File: config.mk
export PLATFORM = sky130hd
export DESIGN_NAME = interleaver_arbiter
export DESIGN_NICKNAME = d
export VERILOG_FILES = /design/src/rtl/interleaver_arbiter.sv
export SDC_FILE = /design/constraint.sdc
export NUM_CORES = 1
export LEC_CHECK = 0
export ABC_AREA = 1
export ABC_CLOCK_PERIOD_IN_PS = 6100
export BUFFER_PORTS_ARGS = -buffer_cell sky130_fd_sc_hd__buf_4
export CAP_MARGIN = 5
export CORE_UTILIZATION = 45
export DETAILED_ROUTE_END_ITERATION = 16
export GPL_TIMING_DRIVEN = 0
export PLACE_DENSITY = 0.61
export SLEW_MARGIN = 0
export SYNTH_ARGS = -nofsm -noshare
export SYNTH_HDL_FRONTEND = slang
export SYNTH_SLANG_ARGS = --single-unit
File: constraint.sdc
create_clock -name clk -period 6.1 [get_ports clk]
set_input_delay 0.305 -clock clk [delete_from_list [all_inputs] [get_ports clk]]
set_output_delay 0.305 -clock clk [all_outputs]
set_load 0.01 [all_outputs]
File: src/rtl/interleaver_arbiter.sv
// Block-granular round-robin scheduler sharing one interleaver among ch_num 1-bit
// AXI-Stream sources; tags every interleaved output block with its source channel ID.
module interleaver_arbiter #(
  parameter int ch_num     = 4,
  parameter int id_width   = 2,
  parameter int row        = 512,
  parameter int col        = 32,
  parameter int tag_deepth = 4
) (
  input  logic                clk,
  input  logic                rst_n,
  // channel sources
  input  logic [ch_num-1:0]   s_axis_tdata,
  input  logic [ch_num-1:0]   s_axis_tvalid,
  output logic [ch_num-1:0]   s_axis_tready,
  // interleaver input side
  output logic                il_s_axis_tdata,
  output logic                il_s_axis_tvalid,
  input  logic                il_s_axis_tready,
  // interleaver output side
  input  logic                il_m_axis_tdata,
  input  logic                il_m_axis_tvalid,
  input  logic                il_m_axis_tlast,
  output logic                il_m_axis_tready,
  // forwarded, tagged output
  output logic                m_axis_tdata,
  output logic                m_axis_tvalid,
  output logic                m_axis_tlast,
  output logic [id_width-1:0] m_axis_tuser,
  input  logic                m_axis_tready,
  // status
  output logic [id_width-1:0] grant,
  output logic                busy
);

  localparam int blk_len = row * col;
  localparam int cnt_w   = (blk_len > 1) ? $clog2(blk_len) : 1;
  localparam int tag_aw  = $clog2(tag_deepth);

  localparam logic [cnt_w-1:0]    last_beat  = cnt_w'(blk_len - 1);
  localparam logic [id_width:0]   ch_num_ext = (id_width + 1)'(ch_num);
  localparam logic [id_width-1:0] last_ch    = id_width'(ch_num - 1);
  localparam logic [tag_aw:0]     tag_full   = (tag_aw + 1)'(tag_deepth);

  typedef enum logic {
    ARB  = 1'b0,
    XFER = 1'b1
  } state_t;

  state_t state, state_nxt;

  logic [id_width-1:0] rr_ptr;
  logic [cnt_w-1:0]    beat_cnt;

  logic [id_width-1:0] req_sel;
  logic                req_found;
  logic [id_width:0]   cand;

  logic arb_go;
  logic xfer_hs;
  logic blk_done;

  logic [id_width-1:0] tag_mem [tag_deepth];
  logic [tag_aw-1:0]   tag_wr_ptr;
  logic [tag_aw-1:0]   tag_rd_ptr;
  logic [tag_aw:0]     tag_cnt;
  logic                fifo_full;
  logic                fifo_empty;
  logic                tag_push;
  logic                tag_pop;

  // Round-robin pick: scan channels starting at rr_ptr, wrapping at ch_num.
  // NOTE: always_comb temporaries like cand use blocking '=' so each loop
  // iteration sees the value just computed; registers below use '<=' only.
  always_comb begin
    req_found = 1'b0;
    req_sel   = '0;
    cand      = '0;
    for (int i = 0; i < ch_num; i++) begin
      cand = {1'b0, rr_ptr} + (id_width + 1)'(i);
      if (cand >= ch_num_ext) begin
        cand = cand - ch_num_ext;
      end
      if (!req_found && s_axis_tvalid[cand[id_width-1:0]]) begin
        req_found = 1'b1;
        req_sel   = cand[id_width-1:0];
      end
    end
  end

  assign arb_go   = (state == ARB) && req_found && !fifo_full;
  assign xfer_hs  = (state == XFER) && il_s_axis_tvalid && il_s_axis_tready;
  assign blk_done = xfer_hs && (beat_cnt == last_beat);

  always_ff @(posedge clk or negedge rst_n) begin
    if (!rst_n) begin
      state <= ARB;
    end else begin
      state <= state_nxt;
    end
  end

  // NOTE: every output of a combinational block gets a default before the
  // case statement, otherwise an unassigned path infers a latch.
  always_comb begin
    state_nxt = state;
    case (state)
      ARB:     if (arb_go)   state_nxt = XFER;
      XFER:    if (blk_done) state_nxt = ARB;
      default: state_nxt = ARB;
    endcase
  end

  // Input mux: the granted channel drives the interleaver directly, no pipeline.
  always_comb begin
    s_axis_tready    = '0;
    il_s_axis_tdata  = 1'b0;
    il_s_axis_tvalid = 1'b0;
    if (state == XFER) begin
      il_s_axis_tdata       = s_axis_tdata[grant];
      il_s_axis_tvalid      = s_axis_tvalid[grant];
      s_axis_tready[grant]  = il_s_axis_tready;
    end
  end

  always_ff @(posedge clk or negedge rst_n) begin
    if (!rst_n) begin
      grant  <= '0;
      rr_ptr <= '0;
    end else if (arb_go) begin
      grant  <= req_sel;
      rr_ptr <= (req_sel == last_ch) ? '0 : req_sel + 1'b1;
    end
  end

  // beat_cnt only moves on a handshake, so a stalled source freezes it.
  always_ff @(posedge clk or negedge rst_n) begin
    if (!rst_n) begin
      beat_cnt <= '0;
    end else if (blk_done) begin
      beat_cnt <= '0;
    end else if (xfer_hs) begin
      beat_cnt <= beat_cnt + 1'b1;
    end
  end

  // Tag FIFO: one entry per block handed to the interleaver, retired on the
  // tlast handshake of the matching output block.
  assign fifo_full  = (tag_cnt == tag_full);
  assign fifo_empty = (tag_cnt == '0);
  assign tag_push   = arb_go;
  assign tag_pop    = m_axis_tvalid && m_axis_tready && il_m_axis_tlast;

  always_ff @(posedge clk or negedge rst_n) begin
    if (!rst_n) begin
      tag_wr_ptr <= '0;
      tag_rd_ptr <= '0;
      tag_cnt    <= '0;
    end else begin
      if (tag_push) tag_wr_ptr <= tag_wr_ptr + 1'b1;
      if (tag_pop)  tag_rd_ptr <= tag_rd_ptr + 1'b1;
      case ({tag_push, tag_pop})
        2'b10:   tag_cnt <= tag_cnt + 1'b1;
        2'b01:   tag_cnt <= tag_cnt - 1'b1;
        default: tag_cnt <= tag_cnt;
      endcase
    end
  end

  // NOTE: the tag storage is deliberately not reset; the pointers and count
  // are, and the head is masked to 0 while empty, so stale entries never leak.
  always_ff @(posedge clk) begin
    if (tag_push) begin
      tag_mem[tag_wr_ptr] <= req_sel;
    end
  end

  assign m_axis_tdata     = il_m_axis_tdata;
  assign m_axis_tlast     = il_m_axis_tlast;
  assign m_axis_tvalid    = il_m_axis_tvalid && !fifo_empty;
  assign il_m_axis_tready = m_axis_tready && !fifo_empty;
  assign m_axis_tuser     = fifo_empty ? '0 : tag_mem[tag_rd_ptr];

  assign busy = (state == XFER);

endmodule

# Word-level counts from Yosys, hierarchy flattened
# Memory sizes are Yosys's and may differ from the RTL's.
# Index checks and enable logic that the tools add are counted.
[op_classes] n_addsub=13 n_mux=38 eq_ne=5 order_cmp=10 bitwise=2 reduce_logical=21
[op_table] operator="14-bit 2-to-1 mux" count=2
[op_table] operator="2-bit 2-to-1 mux" count=10
[op_table] operator="1-bit 2-to-1 mux" count=16
[op_table] operator="2-bit by 3-bit < comparator with 1-bit output (second input constant)" count=5
[op_table] operator="14-bit by 1-bit adder with 14-bit output (second input constant)" count=1
[op_table] operator="14-bit == test (second input constant)" count=1
[op_table] operator="1-bit logical AND" count=13
[op_table] operator="1-bit binary-select mux with 2-bit select" count=6
[op_table] operator="3-bit greater-or-equal comparator (second input constant)" count=3
[op_table] operator="2-bit by 1-bit subtractor with 2-bit output (second input constant)" count=4
[op_table] operator="2-bit by 1-bit adder with 2-bit output (second input constant)" count=3
[op_table] operator="2-bit by 2-bit adder with 3-bit output (second input constant)" count=2
[op_table] operator="3-bit one-hot mux with 2 select lines" count=1
[op_table] operator="1-bit zero test" count=5
[op_table] operator="4-bit bitwise AND" count=1
[op_table] operator="2-bit == test (second input constant)" count=2
[op_table] operator="4-bit 2-to-1 mux" count=1
[op_table] operator="2-bit nonzero test" count=2
[op_table] operator="2-bit by 1-bit adder with 3-bit output (second input constant)" count=1
[op_table] operator="3-bit by 1-bit adder with 3-bit output (second input constant)" count=1
[op_table] operator="3-bit == test (second input constant)" count=1
[op_table] operator="2-bit by 3-bit greater-or-equal comparator with 1-bit output (second input constant)" count=1
[op_table] operator="3-bit zero test" count=1
[op_table] operator="3-bit by 1-bit subtractor with 3-bit output (second input constant)" count=1
[op_table] operator="5 further kinds" count=5
[totals] n_memories=1 ff_bits=26 wordCells=97 ram_bits=8 in_bits=15 out_inout_bits=15
[mem_list] memory="tag_mem" words=4 word_bits=2 read_ports=1 rd_clocked_by_memory_dff=0 wr=1 line_no="63" source="logic [id_width-1:0] tag_mem [tag_deepth];"

# Logic depth before layout (Yosys ltp)
[logic_depth] word_depth=18 mapped_depth=15 mapped_depth_nobuf=14

# Worst setup path before layout
# OpenSTA, ideal clock, no wires.
[synth_timing] path_kind="reg2reg" from="reg (tool-made name)" to="reg tag_cnt[2]" path_buffers=1 t_required_ps=5976 period_less_slack_ps=2193 slack_ps=3907 stages_incl_launch_ff=15 arrival_ps=2069 setup_ps=124 cell_sequence="dfrtp_1 > buf_6 > inv_6 > nand2_2 > nand3_2 > nand2_2 > nor2_8 > nand3_4 > nand2_8 > ha_1 > inv_1 > fa_1 > a21oi_1 > o21ai_0 > xnor2_1"
[synth_lines] element="end signal, assigned" line_no="163" source="2'b10: tag_cnt <= tag_cnt + 1'b1;"
[synth_lines] element="end signal, assigned" line_no="164" source="2'b01: tag_cnt <= tag_cnt - 1'b1;"
[synth_lines] element="end signal, assigned" line_no="165" source="default: tag_cnt <= tag_cnt;"
[synth_lines] element="end, declared" line_no="66" source="logic [tag_aw:0] tag_cnt;"

==> flow_summary_export.csv <==
group,metric,value,unit
critical_path,path_class,"reg2reg",
logic_synthesis,synth_area_leader_cell,"sky130_fd_sc_hd__dfrtp_1",
routing,first_iter_violations,63,
place,finalWeightedCongestion,0.795,
critical_path,timing.rr.end,"tag_cnt[2]",
min_path,min_to,"tag_rd_ptr[0]",
floorplanning,die_width,72.9,µm
routing,final_antenna_net_count,0,
logic_synthesis,synth-seq-cells,34,
logic_synthesis,synth_adder_area_share,4.21,%
finish,drive_gt1_share,25.4,%
logic_synthesis,synthDominantCellAreaShare,28.8,%
routing,final_wirelength,4350,µm
cts,cts_resized,0,
power_and_ir_drop,fraction_of_power_spent_switching_nets,46.5,%
timing,timing.final.crit_period,2380,ps
min_path,hp-start,"il_m_axis_tvalid",
timing,timing.clock.skew,6.28,ps
cts,post-cts-setup-buffer-count,0,
critical_path,path_delay_family,"simple AND/OR/NAND/NOR gates",
flow_run,max_cap_violations,0,
place,port_buffers,28,
floorplanning,die_h,72.9,µm
routing,detail_route.drc_violations,0,
critical_path,timing.critical_path.mode_cell,"sky130_fd_sc_hd__nand2_2",
finish,layout_area_growth_over_synthesis,17.0,%
finish,mostFrequentLayoutCell,"sky130_fd_sc_hd__nand2_1",
critical_path,critPathCaptureType,"flip-flop",
critical_path,cp_data_arrival_time,2550,ps
cts,cts_htree_levels,2,
power_and_ir_drop,power.switching,0.566,mW
finish,postLayoutCoreUtil,55.3,%
routing,dr_total_vias,1858,
min_path,holdCritPathClass,"in2reg",
floorplanning,placementRows,25,
logic_synthesis,yosysWarnings,0,
cts,cts_tree,"done",
critical_path,critPathMaxStageDelay,380,ps
logic_synthesis,synthesis.instances,270,
logic_synthesis,ys_top_cells_by_area,"sky130_fd_sc_hd__dfrtp_1, sky130_fd_sc_hd__edfxtp_1, sky130_fd_sc_hd__nand2_1",
power_and_ir_drop,cellInternalPower,0.652,mW
logic_synthesis,synth-simple-area-share,32.9,%
cts,cts_root_buf,"sky130_fd_sc_hd__clkbuf_8",
timing,slew_at_the_pin_closest_to_its_max_slew_limit,617,ps
timing,timing.fmax,420,MHz
finish,num_antenna_cells,0,
critical_path,cpMaxStageDelayCell,"sky130_fd_sc_hd__dfrtp_1",
critical_path,critPathLaunchType,"flip-flop",
timing,final_min_period_over_clock_period,39.1,%
cts,cts-root-to-sink-buffers,2,
global_routing,grt_pass1_wl,7350,µm
global_routing,grt_util_all_layers,18.2,%
status,outcome,"finished clean",
critical_path,worst-path-stages,14,
cts,cts-buffers-inserted,5,
global_routing,grt_remaining_overflow,0,
critical_path,cp_cell_sequence,"buf_6 -> inv_6 -> nand2_2 -> nand3_2 -> nand2_2 -> nor2_8 -> nand3_4 -> nand2_8 -> ha_1 -> inv_1 -> fa_1 -> a21oi_1 -> o21ai_0 -> xnor2_1",
global_routing,antenna_violations_before_repair,0,
cts,clk-insertion-delay-late,290,ps
floorplanning,boundary_pins,30,
timing,report.final.setup_viol,0,
routing,wl_per_cell,11.6,µm
logic_synthesis,muxShareOfSynthArea,0,%
logic_synthesis,synth_xor_xnor_area_share,4.65,%
critical_path,worst_r2r_path_depth,14,
timing,grt_setup_unrepaired,"no",
floorplanning,core_area,4790,µm²
logic_synthesis,synth.avg_cell_area,8.37,µm²
cts,cts.hold.buffers_added,1,
timing,slew_headroom,58.6,%
timing,setup_total_negative_slack,0,ps
critical_path,timing.critical_path.buf_inv,3,
cts,cts.clk_slew.worst_paths,70,ps
power_and_ir_drop,share_seq_of_total_power,32.8,%
critical_path,regToRegSetupSlack,3720,ps
floorplanning,start_util,47.2,%
finish,layout.nets,328,
logic_synthesis,post_synthesis_cell_area,2260,µm²
finish,most_frequent_cells_in_the_layout,"sky130_fd_sc_hd__nand2_1, sky130_fd_sc_hd__inv_1, sky130_fd_sc_hd__buf_4, sky130_fd_sc_hd__dfrtp_1, sky130_fd_sc_hd__nor2_1",
critical_path,required_worst_endpoint,6270,ps
power_and_ir_drop,total_leakage_power,1.22,nW
timing,slew_violations,0,
logic_synthesis,synth-seq-area-share,39.4,%
routing,vias_per_cell,4.97,
min_path,hold_depth,3,
timing,number_of_endpoints_with_negative_hold_slack_in_the_final_report,0,
logic_synthesis,netlist-cell-type-count,38,
floorplanning,design.die.area,5310,µm²
global_routing,pin_count_of_the_biggest_net_entering_global_routing,27,
power_and_ir_drop,pwr-share-comb,54.5,%
logic_synthesis,synth_top_family_by_area,"simple AND/OR/NAND/NOR gates",
routing,drt_pass1_iterations,4,
power_and_ir_drop,worst_ir_drop_vdd,0.000224,V
power_and_ir_drop,power.density,460,nW/µm²
critical_path,maximum_fanout_encountered_on_the_critical_timing_path,9,
power_and_ir_drop,power_frac_clock,12.7,%
logic_synthesis,synth_compound_area_share,9.35,%
place,dp_hpwl,3360,µm
global_routing,number_of_global_route_vias_before_repair,1664,
logic_synthesis,synth.net_count,292,
cts,clock-sinks,34,
## cells in the mapped netlist
cell type                  number
sky130_fd_sc_hd__buf_4          2
sky130_fd_sc_hd__o21a_1         2
sky130_fd_sc_hd__nand3b_1       1
sky130_fd_sc_hd__nand2_1       46
sky130_fd_sc_hd__o21ai_1       14
sky130_fd_sc_hd__xor2_1         9
sky130_fd_sc_hd__nor2_1        24
sky130_fd_sc_hd__nand2_2       13
sky130_fd_sc_hd__a21oi_1        4
sky130_fd_sc_hd__ha_1           6
sky130_fd_sc_hd__nor2_8         2
sky130_fd_sc_hd__nor3_2         1
sky130_fd_sc_hd__inv_2          7
sky130_fd_sc_hd__a31oi_2        1
sky130_fd_sc_hd__a31o_2         1
sky130_fd_sc_hd__buf_6          3
sky130_fd_sc_hd__nor2_2         1
sky130_fd_sc_hd__a31oi_1        2
sky130_fd_sc_hd__a22oi_1        1
sky130_fd_sc_hd__nand3_2        3
sky130_fd_sc_hd__nor3b_1        1
sky130_fd_sc_hd__inv_8          1
sky130_fd_sc_hd__dfrtp_1       26
sky130_fd_sc_hd__o21ai_0        7
sky130_fd_sc_hd__o22ai_1        2
sky130_fd_sc_hd__nand4_1       13
sky130_fd_sc_hd__nand3_4        2
sky130_fd_sc_hd__nand4_2        1
sky130_fd_sc_hd__nor3_1         7
sky130_fd_sc_hd__nand3_1       16
sky130_fd_sc_hd__nand2_8        1
sky130_fd_sc_hd__nand2_4        3
sky130_fd_sc_hd__edfxtp_1       8
sky130_fd_sc_hd__fa_1           1
sky130_fd_sc_hd__inv_1         32
sky130_fd_sc_hd__o21ai_2        2
sky130_fd_sc_hd__inv_6          1
sky130_fd_sc_hd__xnor2_1        3
## stage by stage
| stage | power [mW] | instances | setup WS, ps | hold slack (ps) | instance area, µm² |
|---|---|---|---|---|---|
| after floorplan | 0.896 | 270 | 3910 | 9.41 | 2260 |
| after global placement | 1.06 | 365 | 3770 | 236 | 2550 |
| after detailed placement | 1.08 | 365 | 3710 | 241 | 2550 |
| after CTS | 1.24 | 374 | 3690 | 389 | 2650 |
| after global routing | 1.33 | 374 | 3520 | 400 | 2650 |
| final | 1.22 | 374 | 3720 | 388 | 2650 |
## worst max-delay path by stage
stage	startpoint	endpoint	slack (ps)
final	flip-flop	tag_cnt[2]	3720
after global placement	flip-flop	tag_cnt[2]	3770
after detailed placement	flip-flop	tag_cnt[2]	3710
after CTS	flip-flop	tag_cnt[2]	3690
after global routing	flip-flop	tag_cnt[2]	3520
after floorplan	flip-flop	tag_cnt[2]	3910
## layout make-up
cell class                      count  area, µm²
Clock inverter                      3       11.3
Inverter                           41        166
Multi-Input combinational cell    190       1150
Timing Repair Buffer               29        220
Tap cell                           67       83.8
Buffer                              5       48.8
Clock buffer                        5       68.8
Fill cell                         466       2140
Sequential cell                    34        891
## worst reg2reg max path, cell delays in order, from the launching register on
cell	delay, ps
sky130_fd_sc_hd__dfrtp_1	380
sky130_fd_sc_hd__buf_6	140
sky130_fd_sc_hd__inv_6	100
sky130_fd_sc_hd__nand2_2	60
sky130_fd_sc_hd__nand3_2	70
sky130_fd_sc_hd__nand2_2	110
sky130_fd_sc_hd__nor2_8	170
sky130_fd_sc_hd__nand3_4	100
sky130_fd_sc_hd__nand2_8	120
sky130_fd_sc_hd__ha_1	160
sky130_fd_sc_hd__inv_1	60
sky130_fd_sc_hd__fa_1	380
sky130_fd_sc_hd__a21oi_1	150
sky130_fd_sc_hd__o21ai_0	120
sky130_fd_sc_hd__xnor2_1	140
## state kept, by name, summed over array words and instances (netlist names), named ones only
signal,flops
beat_cnt,14
busy,1
grant,2
rr_ptr,1
tag_cnt,3
tag_mem,8
tag_rd_ptr,2
tag_wr_ptr,2
## power groups by stage
stage,registers [mW],clock network [mW],logic [mW]
floorplan,0.388,0,0.507
global placement,0.404,0,0.659
detailed placement,0.404,0,0.671
CTS,0.400,0.161,0.674
global route,0.410,0.169,0.746
finish,0.400,0.155,0.664
## kinds of logic after synthesis
logic type	after synthesis
AND/OR/NAND/NOR	135
buffers and inverters	46
AO/OA/AOI/OAI	36
flip-flops	34
XOR/XNOR	12
adder cells (fa/ha/maj)	7
## per-layer routing
metal / part of all wire, % / track usage (%) / up-vias
met5: 0 / 0 / -
met4: 1.6 / 6.75 / 0
met3: 3.7 / 4.14 / 6
met2: 46 / 29.0 / 40
met1: 49 / 24.2 / 849
li1: - / - / 963
Note: power is estimated with default switching activity, not from simulation.
